### src/rtl/md5_pkg.sv
// Shared types and constants for the MD5 block scheduler.
// Holds FSM/pending enums, the MD5 initial chaining value and a byte-swap helper.
package md5_pkg;

    typedef enum logic [1:0] {S_FILL, S_PAD, S_HASH, S_WAIT} state_t;
    typedef enum logic [1:0] {NONE, PAD80, LEN} pend_t;

    localparam logic [127:0] MD5_IV = {32'h67452301, 32'hefcdab89, 32'h98badcfe, 32'h10325476};

    function automatic logic [31:0] bswap32(input logic [31:0] w);
        return {w[7:0], w[15:8], w[23:16], w[31:24]};
    endfunction

endpackage

### src/rtl/md5_pad_unit.sv
// Combinational MD5 padding of a 16-word block: tail-byte masking, 0x80 marker,
// zero fill and the 64-bit length, or a request for one extra block.
module md5_pad_unit
    import md5_pkg::*;
(
    input  logic [15:0][31:0] blk,
    input  logic [3:0]        p,
    input  logic [2:0]        n,
    input  logic [63:0]       len,
    output logic [15:0][31:0] padded,
    output logic              is_final,
    output pend_t             pend
);

    // 16 means the marker spilled past the end of this block
    logic [4:0] idx80;
    assign idx80 = (n == 3'd4) ? ({1'b0, p} + 5'd1) : {1'b0, p};

    always_comb begin
        padded = blk;
        for (int j = 0; j < 16; j++) begin
            if (5'(j) == {1'b0, p}) begin
                for (int b = 0; b < 4; b++) begin
                    if (3'(b) >= n)
                        padded[j][8*b +: 8] = (3'(b) == n) ? 8'h80 : 8'h00;
                end
            end else if (5'(j) == idx80) begin
                padded[j] = 32'h0000_0080;
            end else if (5'(j) > idx80) begin
                padded[j] = '0;
            end
        end
        if (idx80 <= 5'd13) begin
            padded[14] = len[31:0];
            padded[15] = len[63:32];
            is_final   = 1'b1;
            pend       = NONE;
        end else begin
            is_final = 1'b0;
            pend     = (idx80 == 5'd16) ? PAD80 : LEN;
        end
    end

endmodule

### src/rtl/md5_block_sched.sv
// MD5 message-stream controller: packs words into blocks, pads, drives the round
// core one block at a time and accumulates the chaining value into the digest.
module md5_block_sched
    import md5_pkg::*;
#(
    parameter int           LEN_W = 64,
    parameter logic [127:0] IV    = MD5_IV
) (
    input  logic         clk_i,
    input  logic         rst_i,
    input  logic         in_valid_i,
    output logic         in_ready_o,
    input  logic [31:0]  in_data_i,
    input  logic         in_last_i,
    input  logic [2:0]   in_bytes_i,
    output logic         core_start_o,
    output logic [511:0] core_block_o,
    output logic [127:0] core_iv_o,
    input  logic         core_done_i,
    input  logic [127:0] core_digest_i,
    output logic [127:0] hash_o,
    output logic         hash_valid_o,
    output logic         busy_o
);

    state_t            state, state_nxt;
    pend_t             pend, pad_pend;
    logic [3:0]        wcnt, pad_p;
    logic [2:0]        pad_n;
    logic [LEN_W-1:0]  len;
    logic [63:0]       len64;
    logic              fin, pad_fin, acc;
    logic [15:0][31:0] blk, padded;
    logic [3:0][31:0]  chain, sum;

    assign len64        = 64'(len);
    assign acc          = in_valid_i && in_ready_o;
    assign core_block_o = blk;
    assign core_iv_o    = chain;
    assign busy_o       = (state != S_FILL) || (wcnt != 4'd0);

    always_comb begin
        for (int k = 0; k < 4; k++)
            sum[k] = chain[k] + core_digest_i[32*k +: 32];
    end

    md5_pad_unit u_pad (
        .blk      (blk),
        .p        (pad_p),
        .n        (pad_n),
        .len      (len64),
        .padded   (padded),
        .is_final (pad_fin),
        .pend     (pad_pend)
    );

    always_ff @(posedge clk_i or negedge rst_i) begin
        if (!rst_i) state <= S_FILL;
        else        state <= state_nxt;
    end

    always_comb begin
        state_nxt = state;
        case (state)
            S_FILL: if (acc) begin
                if (in_last_i)          state_nxt = S_PAD;
                else if (wcnt == 4'd15) state_nxt = S_HASH;
            end
            S_PAD:  state_nxt = S_HASH;
            S_HASH: state_nxt = S_WAIT;
            S_WAIT: if (core_done_i) begin
                if (!fin && pend != NONE) state_nxt = S_HASH;
                else                      state_nxt = S_FILL;
            end
            default: state_nxt = S_FILL;
        endcase
    end

    // in_ready_o is forced low by the async reset itself, not only by the state
    always_comb begin
        in_ready_o   = (state == S_FILL) && rst_i;
        core_start_o = (state == S_HASH);
    end

    always_ff @(posedge clk_i or negedge rst_i) begin
        if (!rst_i) begin
            wcnt         <= '0;
            len          <= '0;
            pend         <= NONE;
            fin          <= 1'b0;
            blk          <= '0;
            pad_p        <= '0;
            pad_n        <= '0;
            chain        <= IV;
            hash_o       <= '0;
            hash_valid_o <= 1'b0;
        end else begin
            hash_valid_o <= 1'b0;
            case (state)
                S_FILL: if (acc) begin
                    blk[wcnt] <= in_data_i;
                    if (in_last_i) begin
                        len   <= len + LEN_W'({in_bytes_i, 3'b000});
                        pad_p <= wcnt;
                        pad_n <= in_bytes_i;
                    end else begin
                        len  <= len + LEN_W'(32);
                        wcnt <= wcnt + 4'd1;
                        fin  <= 1'b0;
                    end
                end
                S_PAD: begin
                    blk  <= padded;
                    fin  <= pad_fin;
                    pend <= pad_pend;
                end
                S_WAIT: if (core_done_i) begin
                    blk <= '0;
                    if (fin) begin
                        hash_o       <= {bswap32(sum[3]), bswap32(sum[2]), bswap32(sum[1]), bswap32(sum[0])};
                        hash_valid_o <= 1'b1;
                        chain        <= IV;
                        len          <= '0;
                        wcnt         <= '0;
                        fin          <= 1'b0;
                    end else begin
                        chain <= sum;
                        // trailer block: length words, plus the marker if it did not fit
                        if (pend != NONE) begin
                            blk[14] <= len64[31:0];
                            blk[15] <= len64[63:32];
                            if (pend == PAD80) blk[0] <= 32'h0000_0080;
                            fin  <= 1'b1;
                            pend <= NONE;
                        end
                    end
                end
                default: ;
            endcase
        end
    end

endmodule
### config.mk
export PLATFORM = sky130hd
export DESIGN_NAME = md5_block_sched
export DESIGN_NICKNAME = d
export VERILOG_FILES = /design/src/rtl/md5_pkg.sv /design/src/rtl/md5_pad_unit.sv /design/src/rtl/md5_block_sched.sv
export SDC_FILE = /design/constraint.sdc
export NUM_CORES = 2
export LEC_CHECK = 0
export ABC_CLOCK_PERIOD_IN_PS = 5800
export CAP_MARGIN = 10
export CORE_AREA = 3 3 363 365
export CTS_BUF_LIST = sky130_fd_sc_hd__clkbuf_8
export DETAILED_ROUTE_END_ITERATION = 12
export DIE_AREA = 0 0 366 368
export SLEW_MARGIN = 5
export SYNTH_ARGS = -nofsm -noshare
export SYNTH_HDL_FRONTEND = slang
export SYNTH_SLANG_ARGS = --single-unit
### constraint.sdc
create_clock -name clk_i -period 5.8 [get_ports clk_i]
set_input_delay 1.16 -clock clk_i [delete_from_list [all_inputs] [get_ports clk_i]]
set_output_delay 1.16 -clock clk_i [all_outputs]
set_load 0.01 [all_outputs]
==> qor.csv <==
metric,value,unit
die_w,366,um
synth_ff_type,dfrtp_1,
layout.cells.non_filler,6881,
p_clk_share,17.5,%
fillers,12689,
fin_ws,1.68,ns
min_period,4.12,ns
path_max_fanout,37,
firstDrtPassIters,5,
drt-wirelength-per-cell,27.9,um
pre_cts_ws,1.03,ns
worstPathArrival,4.92,ns
antenna_found_initial,21,
cts_tree,built,
grt_overflow_total,0,
grt_max_degree,150,
async_reset_ff_share,100,%
ys_seq_elements,846,
switching_share,44.5,%
io_pins,940,
combPwrFrac,52.8,%
wirelength,192,mm
num_vias,37178,
power.internal,0.0185,W
cts_buffer_depth,3,
drc,0,
area_delta_synth_final,35.8,%
die_height,368,um
ant_nets,0,
maxCapViolCount,0,
worst_slew_pin_slew,1.22,ns
slowest_stage,a21o_1,
globalplace.congestion,0.979,
cp-end-kind,register,
via_per_inst,5.40,
slowest_delay,0.79,ns
dieArea,135000,um2
worst-path-buf-inv,1,
finalPower,0.0333,W
clk_pin_slew,0.06,ns
cp.required,6.60,ns
clk_latency,0.91,ns
hold_viol_final,0,
synth_warnings,0,
numCtsBuffers,154,
rows,132,
max_freq,243,MHz
drive_gt1_share,9.10,%
synth_edf_count,0,
gr-usage-all-layers,27.7,%
io_buffers,939,
cts_root_buf,clkbuf_8,
critPathTopFamily,simple AND/OR/NAND/NOR gates,
final_cell_mix,"938 x clkdlybuf4s50_1, 782 x dfrtp_1, 498 x nand2_1",
cts.sinks,846,
syn_area,40600,um2
path_common_cell,nor2_1,
fin_crit_sh,71.0,%
synth-seq-area-share,52.3,%
htreeDepth,4,
layout.nets,5322,
rsz0062_at_grt,false,
synth_cell_types,93,
slew_violations,0,
worstPathCellList,or3b_1 > nor2_8 > xor2_2 > nand2_2 > nor2_1 > nor2_1 > a21o_1 > buf_4 > a22oi_1 > o21ai_0,
crit_type,register to register,
final.setup.tns,0,ns
outcome,"complete, no violations",
postCtsResizedCells,0,
initialDrtViolationCount,3046,
slew_headroom,18.6,%
grt_pass1_vias,37135,
core_area,129000,um2
powerDensity,603,nW/um2
max-vdd-ir-drop,263,uV
dp_hpwl,147,mm
syn_nets,4360,
syn_inst,4046,
syn_area_per_cell,10.0,um2
grt_pass1_wl,273,mm
setup_viol,0,
dp.cells,6593,
final_common_cell,clkdlybuf4s50_1,
start_kind,register,
seqPwrFrac,29.6,%
power.leakage,24.3,nW
hold_path_class,register to register,
fin_skew,0.0488,ns
start_util,31.4,%
power.net_switching,0.0148,W
tightest hold or removal path, cell delays in order, from the launching register on:
cell     delay, ns
dfrtp_1       0.34
nand2_1       0.05
nand2_1       0.06
routing by layer:
metal	track usage (%)	vias up	share of wire, %
met3	8.17	390	7.9
met5	0	-	0.030
met2	45.7	1529	47
met4	15.4	10	6.3
met1	32.3	18707	39
li1	-	16542	-
power groups by stage:
stage                     Sequential, W  Clock, W  Combinational [W]
after global placement          0.00984         0             0.0174
after global routing             0.0101   0.00626             0.0188
final                           0.00985   0.00584             0.0176
after CTS                       0.00984   0.00599             0.0176
after detailed placement        0.00990         0             0.0175
after floorplan                  0.0103         0            0.00783
area by class of cell:
| cell class | count | area [um2] | share of cell area (%) |
|---|---|---|---|
| timing repair buffer | 1006 | 9960 | 18.1 |
| inverter | 52 | 195 | 0.354 |
| antenna | 17 | 42.5 | 0.0771 |
| tap | 1742 | 2180 | 3.95 |
| clock buffer | 190 | 2620 | 4.74 |
| sequential | 846 | 21300 | 38.5 |
| multi-input combinational | 2948 | 18400 | 33.4 |
| clock inverter | 80 | 510 | 0.925 |
through the flow:
step	hold slack, ns	cell area (um2)	util, %
after floorplan	0.479	40600	-
after global placement	0.459	52000	40.2
after detailed placement	0.462	52000	40.3
after CTS	0.476	55100	42.7
after global routing	0.492	55100	42.7
final	0.471	55200	42.7
flip-flops by register name (all words and copies together) (netlist names):
register,count
core_block_o,512
core_iv_o,128
fin,1
hash_o,128
hash_valid_o,1
len,61
pad_n,3
pad_p,4
pend,2
state,2
wcnt,4
kinds of logic after synthesis:
group / after synthesis / share of synthesized area [%]
buffers and inverters: 252 / 2.46
muxes: 54 / 1.48
and+or+nand+nor: 1244 / 13.5
AOI/OAI and AO/OA: 1341 / 22.1
adders and majority gates: 146 / 4.59
DFF: 846 / 52.3
xor gates and xnor gates: 163 / 3.55
Yosys cell counts (8+ instances only):
cell type / number / area, um2
xor2_1: 93 / 815
a31oi_1: 26 / 163
o22a_1: 313 / 2740
a211oi_1: 11 / 82.6
o21ai_0: 328 / 1640
o21a_1: 24 / 180
buf_2: 13 / 65.1
mux2_2: 49 / 552
a21o_1: 57 / 428
ha_1: 141 / 1760
nor2_1: 391 / 1470
nor3_1: 35 / 175
o21ai_1: 16 / 80.1
a2bb2oi_1: 8 / 70.1
and2_1: 50 / 313
o21bai_1: 21 / 158
and3_1: 40 / 250
clkbuf_1: 162 / 608
a221oi_1: 8 / 70.1
o22ai_1: 14 / 87.6
o221ai_1: 19 / 166
inv_1: 49 / 184
a22oi_1: 56 / 420
or3_1: 13 / 81.3
a21oi_1: 338 / 1690
nand3_1: 86 / 430
nand2_1: 501 / 1880
nor2b_1: 24 / 150
o21ai_2: 11 / 96.3
dfrtp_1: 782 / 19600
nand2b_1: 17 / 106
o31ai_1: 9 / 67.6
dfstp_2: 64 / 1680
o211ai_1: 11 / 82.6
or2_2: 8 / 50.1
buf_1: 18 / 67.6
nand4_1: 33 / 206
xnor2_1: 68 / 596
final timing paths:
| path | from | end | slack, ns | cells past startpoint |
|---|---|---|---|---|
| setup / recovery | pad_n[2] | core_block_o[452] | 1.68 | 10 |
| hold / removal | hash_o[66] | hash_o[66] | 0.47 | 2 |
| setup reg to reg | pad_n[2] | core_block_o[452] | 1.68 | 10 |
| hold reg to reg | hash_o[66] | hash_o[66] | 0.47 | 2 |
| max in group asynchronous | rst_i | core_block_o[198] | 2.46 | 5 |
| min in group asynchronous | rst_i | core_block_o[338] | 0.71 | 2 |
repair_timing:
action                                 4_1_cts  5_1_grt
endpoints found under the hold margin        7        0
hold buffers                                 1        0
buffers inserted                             0        0
Power figures use the tool's default switching activity.
